===== src/rtl/xc_malu_pkg.sv =====
// Shared definitions for the MALU multi-precision sequencer.
package xc_malu_pkg;

    typedef enum logic [1:0] {
        IDLE    = 2'd0,
        MACC_HI = 2'd1,
        MUL     = 2'd2,
        DONE    = 2'd3
    } mpn_state_t;

    localparam logic [5:0] MUL_LAST = 6'd31;

endpackage


===== src/rtl/xc_malu_add33.sv =====
// 32-bit add/subtract with carry-in; bit 32 is carry-out or borrow.
module xc_malu_add33 (
    input  logic [31:0] lhs,
    input  logic [31:0] rhs,
    input  logic        cin,
    input  logic        sub,
    output logic [32:0] sum
);

    always_comb begin
        if (sub) sum = {1'b0, lhs} - {1'b0, rhs} - {32'b0, cin};
        else     sum = {1'b0, lhs} + {1'b0, rhs} + {32'b0, cin};
    end

endmodule


===== src/rtl/xc_malu_mpn_seq.sv =====
// Multi-precision sequencer: madd/msub in one cycle, macc in two,
// mmul by 32 right-shift shift-add steps plus a completion cycle.
module xc_malu_mpn_seq
    import xc_malu_pkg::*;
(
    input  logic        g_clk,
    input  logic        g_reset,
    input  logic        flush,
    input  logic        valid,
    input  logic [31:0] rs1,
    input  logic [31:0] rs2,
    input  logic [31:0] rs3,
    input  logic        uop_madd,
    input  logic        uop_msub,
    input  logic        uop_macc,
    input  logic        uop_mmul,
    output logic        ready,
    output logic [63:0] result,
    output logic        busy,
    output logic [63:0] acc,
    output logic        carry,
    output logic [5:0]  count
);

    mpn_state_t  state, state_n;
    logic [63:0] acc_n;
    logic        carry_n;
    logic [5:0]  count_n;

    logic [31:0] add_lhs, add_rhs;
    logic        add_cin, add_sub;
    logic [32:0] add_sum;

    logic sel_mmul, sel_macc, sel_msub, sel_madd;

    assign sel_mmul = valid & uop_mmul;
    assign sel_macc = valid & uop_macc & ~uop_mmul;
    assign sel_msub = valid & uop_msub & ~uop_macc & ~uop_mmul;
    assign sel_madd = valid & uop_madd & ~uop_msub & ~uop_macc & ~uop_mmul;

    assign busy = (state != IDLE);

    xc_malu_add33 u_add33 (
        .lhs (add_lhs),
        .rhs (add_rhs),
        .cin (add_cin),
        .sub (add_sub),
        .sum (add_sum)
    );

    // One adder serves every path; the state picks its operands.
    always_comb begin
        add_lhs = rs1;
        add_rhs = rs2;
        add_cin = 1'b0;
        add_sub = 1'b0;
        case (state)
            IDLE: begin
                if (sel_macc) begin
                    add_rhs = rs3;
                end else begin
                    add_cin = rs3[0];
                    add_sub = sel_msub;
                end
            end
            MACC_HI: begin
                add_lhs = rs2;
                add_rhs = '0;
                add_cin = carry;
            end
            MUL: begin
                add_lhs = acc[63:32];
                add_rhs = acc[0] ? rs1 : '0;
            end
            default: ;
        endcase
    end

    always_comb begin
        state_n = state;
        acc_n   = acc;
        carry_n = carry;
        count_n = count;
        ready   = 1'b0;
        result  = '0;
        case (state)
            IDLE: begin
                if (sel_mmul) begin
                    state_n = MUL;
                    acc_n   = {rs3, rs2};
                    carry_n = 1'b0;
                    count_n = '0;
                end else if (sel_macc) begin
                    state_n     = MACC_HI;
                    acc_n[31:0] = add_sum[31:0];
                    carry_n     = add_sum[32];
                end else if (sel_msub || sel_madd) begin
                    ready  = 1'b1;
                    result = {31'b0, add_sum};
                end
            end
            MACC_HI: begin
                ready   = 1'b1;
                result  = {add_sum[31:0], acc[31:0]};
                state_n = IDLE;
            end
            MUL: begin
                // 65->64 right shift: the adder carry lands in bit 63.
                acc_n   = {add_sum, acc[31:1]};
                carry_n = add_sum[32];
                count_n = count + 6'd1;
                if (count == MUL_LAST) begin
                    count_n = '0;
                    state_n = DONE;
                end
            end
            DONE: begin
                ready   = 1'b1;
                result  = acc;
                state_n = IDLE;
            end
            default: state_n = IDLE;
        endcase
        if (flush) begin
            state_n = IDLE;
            acc_n   = acc;
            carry_n = 1'b0;
            count_n = '0;
            ready   = 1'b0;
            result  = '0;
        end
    end

    always_ff @(posedge g_clk or posedge g_reset) begin
        if (g_reset) begin
            state <= IDLE;
            acc   <= '0;
            carry <= 1'b0;
            count <= '0;
        end else begin
            state <= state_n;
            acc   <= acc_n;
            carry <= carry_n;
            count <= count_n;
        end
    end

endmodule


===== config.mk =====
export PLATFORM = sky130hd
export DESIGN_NAME = xc_malu_mpn_seq
export DESIGN_NICKNAME = d
export VERILOG_FILES = /design/src/rtl/xc_malu_pkg.sv /design/src/rtl/xc_malu_add33.sv /design/src/rtl/xc_malu_mpn_seq.sv
export SDC_FILE = /design/constraint.sdc
export NUM_CORES = 1
export LEC_CHECK = 0
export CORE_ASPECT_RATIO = 1.4
export CORE_UTILIZATION = 55
export DETAILED_ROUTE_END_ITERATION = 8
export GPL_TIMING_DRIVEN = 1
export PLACE_DENSITY = 0.87
export RECOVER_POWER = 100
export SYNTH_ARGS = -nofsm -noshare
export SYNTH_HDL_FRONTEND = slang
export SYNTH_SLANG_ARGS = --single-unit

===== constraint.sdc =====
create_clock -name g_clk -period 18.9 [get_ports g_clk]
set_input_delay 5.67 -clock g_clk [delete_from_list [all_inputs] [get_ports g_clk]]
set_output_delay 5.67 -clock g_clk [all_outputs]
set_load 0.01 [all_outputs]

==> summary.txt <==
Timing
  – Clk_skew: 0.0130 ns
  – RSZ-0062 raised after global routing: no
  – Fin. Hold Viols: 0
  – Max-slew headroom at the worst pin: -1.83
  – Hold_ws: 0.505 ns
  – Min Clock Period, post-route: 17.98 ns
  – Achievable Freq: 55.6 MHz
  – Fin worst setup slack: 0.916 ns
  – Setup Viol. Count Final: 0
  – Max Slew Vio Count: 174
  – Setup TNS: 0 ns
  – Slew at the pin with the worst max-slew slack: 4.24 ns
  – Crit share post-route: 0.952

Routing
  – Total number of vias: 12520
  – Routed length on met3: 5080 um
  – Starting DRT DRC Count: 1623
  – Routed Antenna Nets: 0
  – Routed vias/inst: 6.67
  – Post-route DRC: 0
  – Initial DRT Pass Iterations: 6
  – Wl on met1: 16200 um
  – Final WL: 42400 um
  – WL per Instance: 22.6 um
  – Top Layer Used: met4
  – Met2 wire length: 19000 um

Setup path
  – Worst stage delay on the critical path: 1.16 ns
  – Cell Chain, Critical Path: dlygate4sd3_1 -> nor2b_1 -> nand2_1 -> nor2_1 -> a22oi_1 -> o21ai_0 -> inv_1 -> fa_1 -> fa_1 -> and2b_1 -> o2111ai_1 -> a21oi_1 -> nor3_1 -> o31ai_1 -> a21boi_0 -> xnor2_2 -> mux2i_1 -> o21ai_1 -> clkdlybuf4s50_1
  – Cell mode on critical path: fa_1
  – Delay-heaviest family, CP: compound AO/OA/AOI/OAI gates
  – Worst Path Buf+Inv: 3
  – Max FO, Critical Path: 15
  – Worst Setup Start Kind: input port
  – Kind of critical path: in2out
  – Crit path DAT: 12.31 ns
  – Critical Path Slowest Stage Cell: nor2_1
  – WP data required: 13.23 ns
  – Worst Setup End Kind: output port

Global route
  – Total global-route track usage: 0.429
  – Vias in the first global route: 11551
  – First-pass GRT wire length: 64800 um
  – Largest net degree at the start of global routing: 74
  – Total grt overflow: 0
  – Initial antenna violation count: 0

Floorplanning
  – Chip height: 164 um
  – Io pins: 241
  – Die area: 19300 um2
  – DIE WIDTH: 118 um
  – Core Region: 18100 um2
  – Starting Density: 0.569
  – # rows: 58

Logic synthesis
  – Synth area leader: dfrtp_1
  – Sequential-to-total area share from yosys stat: 0.177
  – Cells after synthesis: 1463
  – Synth cell types: 84
  – Largest cells by area after synthesis: dfrtp_1, ha_1, o21ai_0
  – #FFs+latches synth: 73
  – Post-synth top flop: dfrtp_1
  – Cell area after synthesis: 10300 um2
  – Syn_nets: 1669
  – Number of flops mapped to enable cells by yosys: 0
  – Async set-reset flop share out of synthesis: 1.00
  – Area share of the largest cell type after synthesis: 0.177
  – Syn Area/Cell: 7.05 um2
  – Synthesis Warnings: 0

CTS
  – Clock transition at path regs: 0.06 ns
  – Max Buffers Root-to-Sink: 2
  – CTS root buf: clkbuf_16
  – Total CTS buffers: 9
  – # hold bufs at CTS: 0
  – Postcts setup bufs: 0
  – Clk Latency, worst-skew pair: 0.34 ns
  – CTS tree: built
  – Resize count post-CTS: 0
  – CTS H-tree lvls: 3
  – Num Clock Sinks: 73

Cells and area
  – Diodes inserted: 0
  – Share of cells above drive strength 1: 0.0336
  – Synthesis-to-layout area growth: 25.3%
  – FILL cells: 1588
  – Net count, final: 1839

Outcome
  – Failing checks: max-capacitance violations, max-slew violations
  – Status: finished with violations

Min path
  – Worst Hold Class: reg2reg

Place
  – DP HPWL: 32200 um
  – I/O Buffers: 240
  – Dpl ws: 1.99 ns
  – Routability Congestion: 1.02

Flow run
  – Max cap viols: 4
metrics by stage:
step	instance area [um2]	instances	util
after floorplan	10300	1463	-
after global placement	12700	1862	0.699
after detailed placement	12700	1862	0.699
after CTS	13000	1878	0.717
after global routing	12900	1878	0.713
final	12900	1878	0.713
layout by cell type (no fill, tap or decap), drive strengths merged, types with 6 or more instances in the layout:
master / synthesis / final
o21ai: 185 / 185
nand2: 182 / 182
a21oi: 151 / 151
nor2: 144 / 144
dlygate4sd3: 0 / 136
clkdlybuf4s50: 0 / 104
ha: 98 / 98
a22oi: 90 / 90
inv: 82 / 83
dfrtp: 73 / 73
a21o: 32 / 32
xnor2: 30 / 30
mux2i: 28 / 28
xor2: 26 / 26
nand3: 21 / 21
and3: 17 / 17
nor3: 16 / 16
buf: 16 / 14
or3: 13 / 13
clkbuf: 80 / 13
o21a: 12 / 12
a211oi: 12 / 12
nand4: 11 / 11
nand2b: 11 / 11
and2: 11 / 11
o211ai: 10 / 10
o31ai: 10 / 10
a31oi: 9 / 9
nor2b: 8 / 8
o22ai: 8 / 8
o221ai: 8 / 8
o21bai: 6 / 6
a21boi: 6 / 6
state kept, by name (all words and copies together) (netlist names):
name / cells
count: 6
state: 2
acc: 64
carry: 1
path summary, 6_finish.rpt:
check | startpoint | to | slack, ns | cells past startpoint
worst max-delay path | uop_mmul | result[62] | 0.92 | 19
worst min-delay path | count[5]$_DFFE_PP0P_ | count[5]$_DFFE_PP0P_ | 0.51 | 1
worst max register to register | state[0]$_DFFE_PP0P_ | acc[21]$_DFFE_PP0P_ | 12.18 | 17
worst min register to register | count[5]$_DFFE_PP0P_ | count[5]$_DFFE_PP0P_ | 0.51 | 1
max in group asynchronous | g_reset | acc[12]$_DFFE_PP0P_ | 9.08 | 3
min in group asynchronous | g_reset | count[2]$_DFFE_PP0P_ | 7.42 | 3
cell type report:
class | count | area [um2] | area share
multi-input cells | 1211 | 7670 | 0.593
clock buffers | 11 | 253 | 0.0195
well taps | 240 | 300 | 0.0232
clock inverters | 5 | 61.3 | 0.00474
repair buffers | 256 | 2510 | 0.194
inverters | 82 | 308 | 0.0238
flip-flops and latches | 73 | 1830 | 0.141
routing by layer:
| metal | track usage | vias up |
|---|---|---|
| met4 | 0.217 | 0 |
| met3 | 0.0924 | 187 |
| met1 | 0.554 | 5865 |
| met5 | 0 | - |
| met2 | 0.677 | 879 |
| li1 | - | 5589 |
cells in the mapped netlist (4+ instances only):
| library cell | n |
|---|---|
| o21bai_1 | 6 |
| a211o_1 | 4 |
| and3_1 | 17 |
| nand3_1 | 21 |
| xnor2_1 | 29 |
| o22ai_1 | 8 |
| o21ai_0 | 166 |
| o21ai_1 | 18 |
| dfrtp_1 | 73 |
| inv_1 | 82 |
| nand4_1 | 11 |
| a311oi_1 | 4 |
| a21oi_2 | 6 |
| fa_1 | 4 |
| clkbuf_1 | 70 |
| nor3_1 | 14 |
| nand2b_1 | 11 |
| clkbuf_2 | 4 |
| a21boi_0 | 4 |
| a21oi_1 | 145 |
| or3_1 | 12 |
| o31ai_1 | 8 |
| buf_2 | 4 |
| and2_1 | 9 |
| a31oi_1 | 9 |
| clkbuf_8 | 6 |
| ha_1 | 98 |
| mux2i_1 | 28 |
| o221ai_1 | 8 |
| nor2_1 | 144 |
| xor2_1 | 26 |
| buf_4 | 4 |
| nand2_1 | 181 |
| buf_1 | 8 |
| o211ai_1 | 10 |
| a22oi_1 | 89 |
| o21a_1 | 12 |
| nor2b_1 | 8 |
| a211oi_1 | 10 |
| a21o_1 | 31 |
cells by family after synthesis:
logic type      count (synthesis)  synth area share
fa+ha+maj                     102             0.127
xor+xnor                       56            0.0482
simple gates                  453             0.197
compound gates                572             0.348
flops                          73             0.177
buf+inv                       179            0.0761
mux                            28            0.0272
Power is not shown: default switching activity piles up to over one toggle a cycle in this logic, so the estimate is an artifact.
